==> src/rtl/sign_extend_pkg.sv <==
// Shared constants for the sign_extend block: select encodings and datapath widths.
package sign_extend_pkg;

    localparam int unsigned IMM_W  = 16;
    localparam int unsigned WORD_W = 32;

    localparam logic SEL_BYTE = 1'b0;
    localparam logic SEL_HALF = 1'b1;

endpackage

==> src/rtl/sign_extend_sext_unit.sv <==
// Combinational extension of the immediate and of byte/half-word load data.
// SIGN_EXTEND_ZEXT_EN enables the zero_ext (unsigned load) input.
module sext_unit
    import sign_extend_pkg::*;
(
    input  logic [IMM_W-1:0]  immediate,
    input  logic [WORD_W-1:0] data_readdata,
    input  logic              select,
    input  logic              zero_ext,
    output logic [WORD_W-1:0] ext_imm,
    output logic [WORD_W-1:0] ext_data
);

    logic use_zext;
    logic fill;
    logic unused_bits;

`ifdef SIGN_EXTEND_ZEXT_EN
    assign use_zext = zero_ext;
`else
    logic unused_zext;
    assign unused_zext = zero_ext;
    assign use_zext    = 1'b0;
`endif

    // Upper load bits never reach the result for either width.
    assign unused_bits = ^data_readdata[WORD_W-1:16];

    assign ext_imm = {{(WORD_W-IMM_W){immediate[IMM_W-1]}}, immediate};

    always_comb begin
        fill     = 1'b0;
        ext_data = '0;
        if (select == SEL_HALF) begin
            fill     = data_readdata[15] & ~use_zext;
            ext_data = {{16{fill}}, data_readdata[15:0]};
        end else begin
            fill     = data_readdata[7] & ~use_zext;
            ext_data = {{24{fill}}, data_readdata[7:0]};
        end
    end

endmodule

==> src/rtl/sign_extend.sv <==
// Registered sign/zero extension stage with a one-cycle valid pipeline.
// Optional zero extension of load data is enabled by SIGN_EXTEND_ZEXT_EN.
module sign_extend
    import sign_extend_pkg::*;
(
    input  logic              clk,
    input  logic              rst_n,
    input  logic [IMM_W-1:0]  immediate,
    input  logic [WORD_W-1:0] data_readdata,
    input  logic              select,
    input  logic              zero_ext,
    input  logic              in_valid,
    output logic [WORD_W-1:0] extended_imm,
    output logic [WORD_W-1:0] extended_data,
    output logic              out_valid
);

    logic [WORD_W-1:0] ext_imm;
    logic [WORD_W-1:0] ext_data;

    sext_unit u_sext_unit (
        .immediate     (immediate),
        .data_readdata (data_readdata),
        .select        (select),
        .zero_ext      (zero_ext),
        .ext_imm       (ext_imm),
        .ext_data      (ext_data)
    );

    // Data registers hold while idle; valid tracks in_valid every cycle.
    always_ff @(posedge clk or negedge rst_n) begin
        if (!rst_n) begin
            extended_imm  <= '0;
            extended_data <= '0;
            out_valid     <= 1'b0;
        end else begin
            out_valid <= in_valid;
            if (in_valid) begin
                extended_imm  <= ext_imm;
                extended_data <= ext_data;
            end
        end
    end

endmodule

==> config.mk <==
export PLATFORM = sky130hd
export DESIGN_NAME = sign_extend
export DESIGN_NICKNAME = d
export VERILOG_FILES = /design/src/rtl/sign_extend_pkg.sv /design/src/rtl/sign_extend_sext_unit.sv /design/src/rtl/sign_extend.sv
export SDC_FILE = /design/constraint.sdc
export NUM_CORES = 1
export LEC_CHECK = 0
export CAP_MARGIN = 20
export CORE_ASPECT_RATIO = 2
export CORE_MARGIN = 2
export CORE_UTILIZATION = 42
export CTS_BUF_LIST = sky130_fd_sc_hd__clkbuf_2 sky130_fd_sc_hd__clkbuf_4 sky130_fd_sc_hd__clkbuf_8
export DETAILED_ROUTE_END_ITERATION = 10
export HOLD_SLACK_MARGIN = 0.12
export PLACE_DENSITY_LB_ADDON = 0.15
export RECOVER_POWER = 50
export SLEW_MARGIN = 5
export SYNTH_ARGS = -nofsm -noshare
export SYNTH_HDL_FRONTEND = slang
export SYNTH_HIERARCHICAL = 1
export SYNTH_SLANG_ARGS = --single-unit
==> constraint.sdc <==
create_clock -name clk -period 0.8 [get_ports clk]
set_input_delay 0.16 -clock clk [delete_from_list [all_inputs] [get_ports clk]]
set_output_delay 0.16 -clock clk [all_outputs]
set_load 0.05 [all_outputs]
### Yosys cells after proc, flatten, opt, wreduce, memory -nomap -nowiden

Cells that the tools add are included.

| storage, ports and cells | value |
|---|---|
| bits in registers | 49 |
| output and inout bits | 65 |
| word-level logic and storage cells | 4 |
| input port bits | 53 |

| operators by class | value |
|---|---|
| multiplexer cells | 1 |

Operators by type and width:

| kind | count |
|---|---|
| 32-bit two-way mux | 1 |

### Logic depth before layout (Yosys ltp)

| depth | value |
|---|---|
| depth after elaboration | 1 |
| mapped depth | 4 |
| gate-level depth less buffers | 2 |

### Hierarchy

The synthesis kept the hierarchy.

Modules (own cells, without submodules):

| module | area an instance (µm²) | times used | seq. area each (µm²) | cells an instance |
|---|---|---|---|---|
| sign_extend | 2703.8 | 1 | 1626.6 | 136 |
| sext_unit | 551.8 | 1 | 0.0 | 65 |

### Worst setup path before layout

OpenSTA, ideal clock, no wires.

| timing path | value |
|---|---|
| path kind | input port to flip-flop |
| start | in select |
| end | reg extended_data[29] |
| buffers on the path | 2 |
| data required time | 0.675 ns |
| setup time | 0.125 ns |
| stages | 4 |
| arrival | 1.042 ns |
| path slack | -0.367 ns |
| cells stage by stage | buf_6 > mux2_4 > buf_4 > mux2_2 |

| on the way | value |
|---|---|
| cells in the longest elaborated chain, start to end | 1 |

RTL lines:

| element | RTL line | text |
|---|---|---|
| start, declared | sign_extend.sv:10 | `input logic select,` |
| 32-bit two-way mux | sign_extend_sext_unit.sv:34 | `if (select == SEL_HALF) begin` |
| named net ext_data[29] | sign_extend.sv:19 | `logic [WORD_W-1:0] ext_data;` |
| end signal, assigned | sign_extend.sv:40 | `extended_data <= ext_data;` |
| end, declared | sign_extend.sv:14 | `output logic [WORD_W-1:0] extended_data,` |

The timed path passes the listed nets, and every way through them passes these cells.
A chain may end at the register's enable or synchronous reset.

### Worst setup path after layout

| timing path | value |
|---|---|
| start | reg, netlist name extended_imm[21] |
| end | out extended_imm[21] |

RTL lines:

| element | RTL line | text |
|---|---|---|
| end, declared | sign_extend.sv:13 | `output logic [WORD_W-1:0] extended_imm,` |

No word-level cell between the ends.

==> results.txt <==
* Family with the most delay on the worst path: flip-flops
- Post-layout utilization of the core: 0.6891
- Overall die height: roughly 130 microns
- The share of the Yosys chip area taken by registers is 0.4996.
- Worst Setup End Kind: output port
- Detailed routing inserted a total of ~1800 vias.
* Startpoint kind of the worst setup timing path: register
* Peak supply drop: 0.001941 V
- Of all nets on the critical path, the largest fanout is 2.
* Yosys synthesis warning count: 6
- Of the post-synthesis cell area, the dominant cell type holds 0.4996.
- For hold timing, the worst endpoint is extended_data[10].
- Std cell rows: 45
* Number of cells produced by synthesis: approximately 200
- Each instance of the synthesized netlist takes up on average about 16 sq um.
* Clock latency on the worst-skew pair: between 300 and 400 ps
- During placement, the flow inserted port buffers numbering 100.
- Final Skew: 0 ps
* Data required, critical path: roughly 640 ps
* Endpoint arrival time on the critical path: slightly above 900 ps
- Start-to-end type of the worst setup path: reg2out
* Slowest CP cell: dfrtp_2
* Largest cells by area after synthesis: dfrtp_1 50%, mux2_4 31%, buf_4 13%
- CP peak stage delay: roughly 440 ps
* Netlist area before placement: around 0.0033 sq mm
- In this run the worst hold path is classified as in2reg.
* Post-DRT Antenna Nets: 0
- Count of filler cells inserted in the layout: ~520
* Wire length of the first global-routing pass: about 11 mm
* Library cells used by synthesis: 6
- Largest area contributor in the netlist: dfrtp_1
- TritonCTS Buffers: 9
- # clock sinks: 65
- Worst-case register-to-register setup slack: -230 ps
* R2R cell count: 3
* Detailed Place HPWL: approximately 4.4 mm
- The worst pin sits at a relative slew slack of 0.7564.
* Vias/cell: approximately 4.5
* Area of the core: around 0.0075 sq mm
- Initial detailed-routing violation count: 32
- In the finished design, the share of the clock period the worst path needs comes to 1.365.
* Critical R2R Capture: extended_data[16]
- Fmax: about 920 MHz
* Number of endpoints with negative hold slack in the final report: 0
- The count of pins over their slew limit was 0.
* Area occupied by multi-input gates: ~0.0011 sq mm
- Flip-flop and latch count after synthesis: 65
* Number of global-route vias before repair: approximately 2000
- At the pin with the least slew margin, the transition time is ~370 ps.
* HP Start: data_readdata[10]
* Total Wirelength: around 6.4 mm
* Die Area: between 0.008 and 0.009 sq mm
- Summing all flip-flop and latch instances after layout gives between 0.0015 and 0.002 sq mm.
* Clock tree from TritonCTS: done
- Setup repair after global routing missed its margin: yes
* Count of cells along the worst hold path: 3
- In the final layout, the share of cells above drive strength 1 is 0.8271.
- Clock H-tree levels: 3
* Number of design rule violations left after detail routing: 0
- The final reports fail on setup timing.
- Leakage Power: 2.425 nW
- In this run the power density over the cells is ~2300 mW/mm^2.
- The flow ran to the end, but the final reports show violations.
- Maximum number of pins on one net before global-route repair: 41
- The worst register-to-register path begins at extended_data[16].
- Largest buffer count on any clock path: 2
- Total congestion overflow: 0
- Setup WS post-layout: -292.0 ps
- The first detailed-routing pass ran for 4 iterations.
- The repair_antennas step left the layout with diodes totalling 0.
* Number of buffer and inverter stages on the critical path: 1
- For this run, the total global-route usage over all layers was measured as 0.1682.
- Area growth syn-to-layout: 59.69%
- Final setup violating endpoints: 125
- Net count after synthesis: ~250
- Root Buffer Master: clkbuf_8
- Count of max-cap constraint violations: 0
- For this design the top-level I/O count stands at roughly 120.
* Per-cell routed wire length: between 15 and 20 microns
* Width of the die: between 60 and 70 microns
- The net count of the finished layout is between 300 and 400.
- RD Place Congestion: 0.6563
- Starting Density: 0.4315
- CTS clock-pin slew for the worst setup and hold paths: about 70 ps
- Before CTS, the worst setup slack after placement is -751.1 ps.
- Number of antenna violations at the first check in global routing: 0
- Crit path cell chain: buf_12
* Post-layout min period: about 1100 ps
## layer usage
layer | vias up | GRT usage | share of wire
met3 | 9 | 0.06294 | 0.073
met5 | - | 0 | 0
met1 | 870 | 0.1886 | 0.36
met4 | 0 | 0.07563 | 0.015
met2 | 78 | 0.2794 | 0.55
li1 | 803 | - | -
## area by class of cell
| cell class | instances | share of cell area |
|---|---|---|
| clock buffer | 11 | 0.02792 |
| clock inverter | 5 | 0.01974 |
| multi-input combinational | 74 | 0.2101 |
| sequential | 65 | 0.3242 |
| tap | 94 | 0.02262 |
| timing repair buffer | 140 | 0.3954 |
## synthesized netlist by cell type
cell type and instances:
mux2_2 4, buf_4 56, dfrtp_1 65, buf_12 6
buf_6 2, mux2_4 68
## flip-flops by register name, indices dropped and copies added (netlist names)
name           flops
extended_imm      32
out_valid          1
extended_data     32
## where the power goes
| part | switching (mW) | internal [mW] | total, mW |
|---|---|---|---|
| Sequential | 0.422 | 3.69 | 4.12 |
| Clock | 1.24 | 2.18 | 3.42 |
| Combinational | 1.86 | 2.33 | 4.19 |
| Total | 3.52 | 8.21 | 11.7 |
## how the worst max path moves through the flow
stage          cells after the start                end         startpoint  slack, ps
2_1_floorplan                      4  extended_data[29]             select       -350
3_3_place_gp                       4  extended_data[14]             select       -740
3_5_place_dp                       4  extended_data[12]             select       -750
4_1_cts                            1  extended_data[12]  extended_data[12]       -320
5_1_grt                            1   extended_imm[21]   extended_imm[21]       -330
6_report                           1   extended_imm[21]   extended_imm[21]       -290
## per-stage QoR
stage	power (mW)	cells	setup TNS [ps]	cell area [sq um]	hold slack [ps]
2_1_floorplan	6.224	201	-11120	3323	-135.6
3_3_place_gp	8.100	346	-27660	4701	167.0
3_5_place_dp	8.146	346	-27690	4701	168.3
4_1_cts	11.75	376	-21670	5075	186.0
5_1_grt	12.18	389	-24820	5199	186.8
6_report	11.72	389	-21330	5199	186.3
## cells in the final DEF, fill, tap and decap left out, types with 2 or more instances in the layout
cell type,count
dlymetal6s2s_1,2
mux2_4,69
mux2_2,5
clkdlybuf4s50_1,24
dfrtp_2,47
buf_12,70
buf_4,18
dfrtp_1,18
buf_6,16
clkbuf_8,10
bufinv_16,3
dlygate4sd2_1,4
buf_2,2
## cells by family after synthesis
family / share of synthesized area
buffers and inverters: 0.1729
multiplexers: 0.3274
flip-flops: 0.4996
## timing repair
action,CTS,global route
endpoints found under the hold margin,65,0
gates resized for setup,21,14
setup buffers,11,16
gates cloned,2,0
endpoints found under the setup margin,127,129
hold buffers,1,0
(Power assumes the default switching activity.)
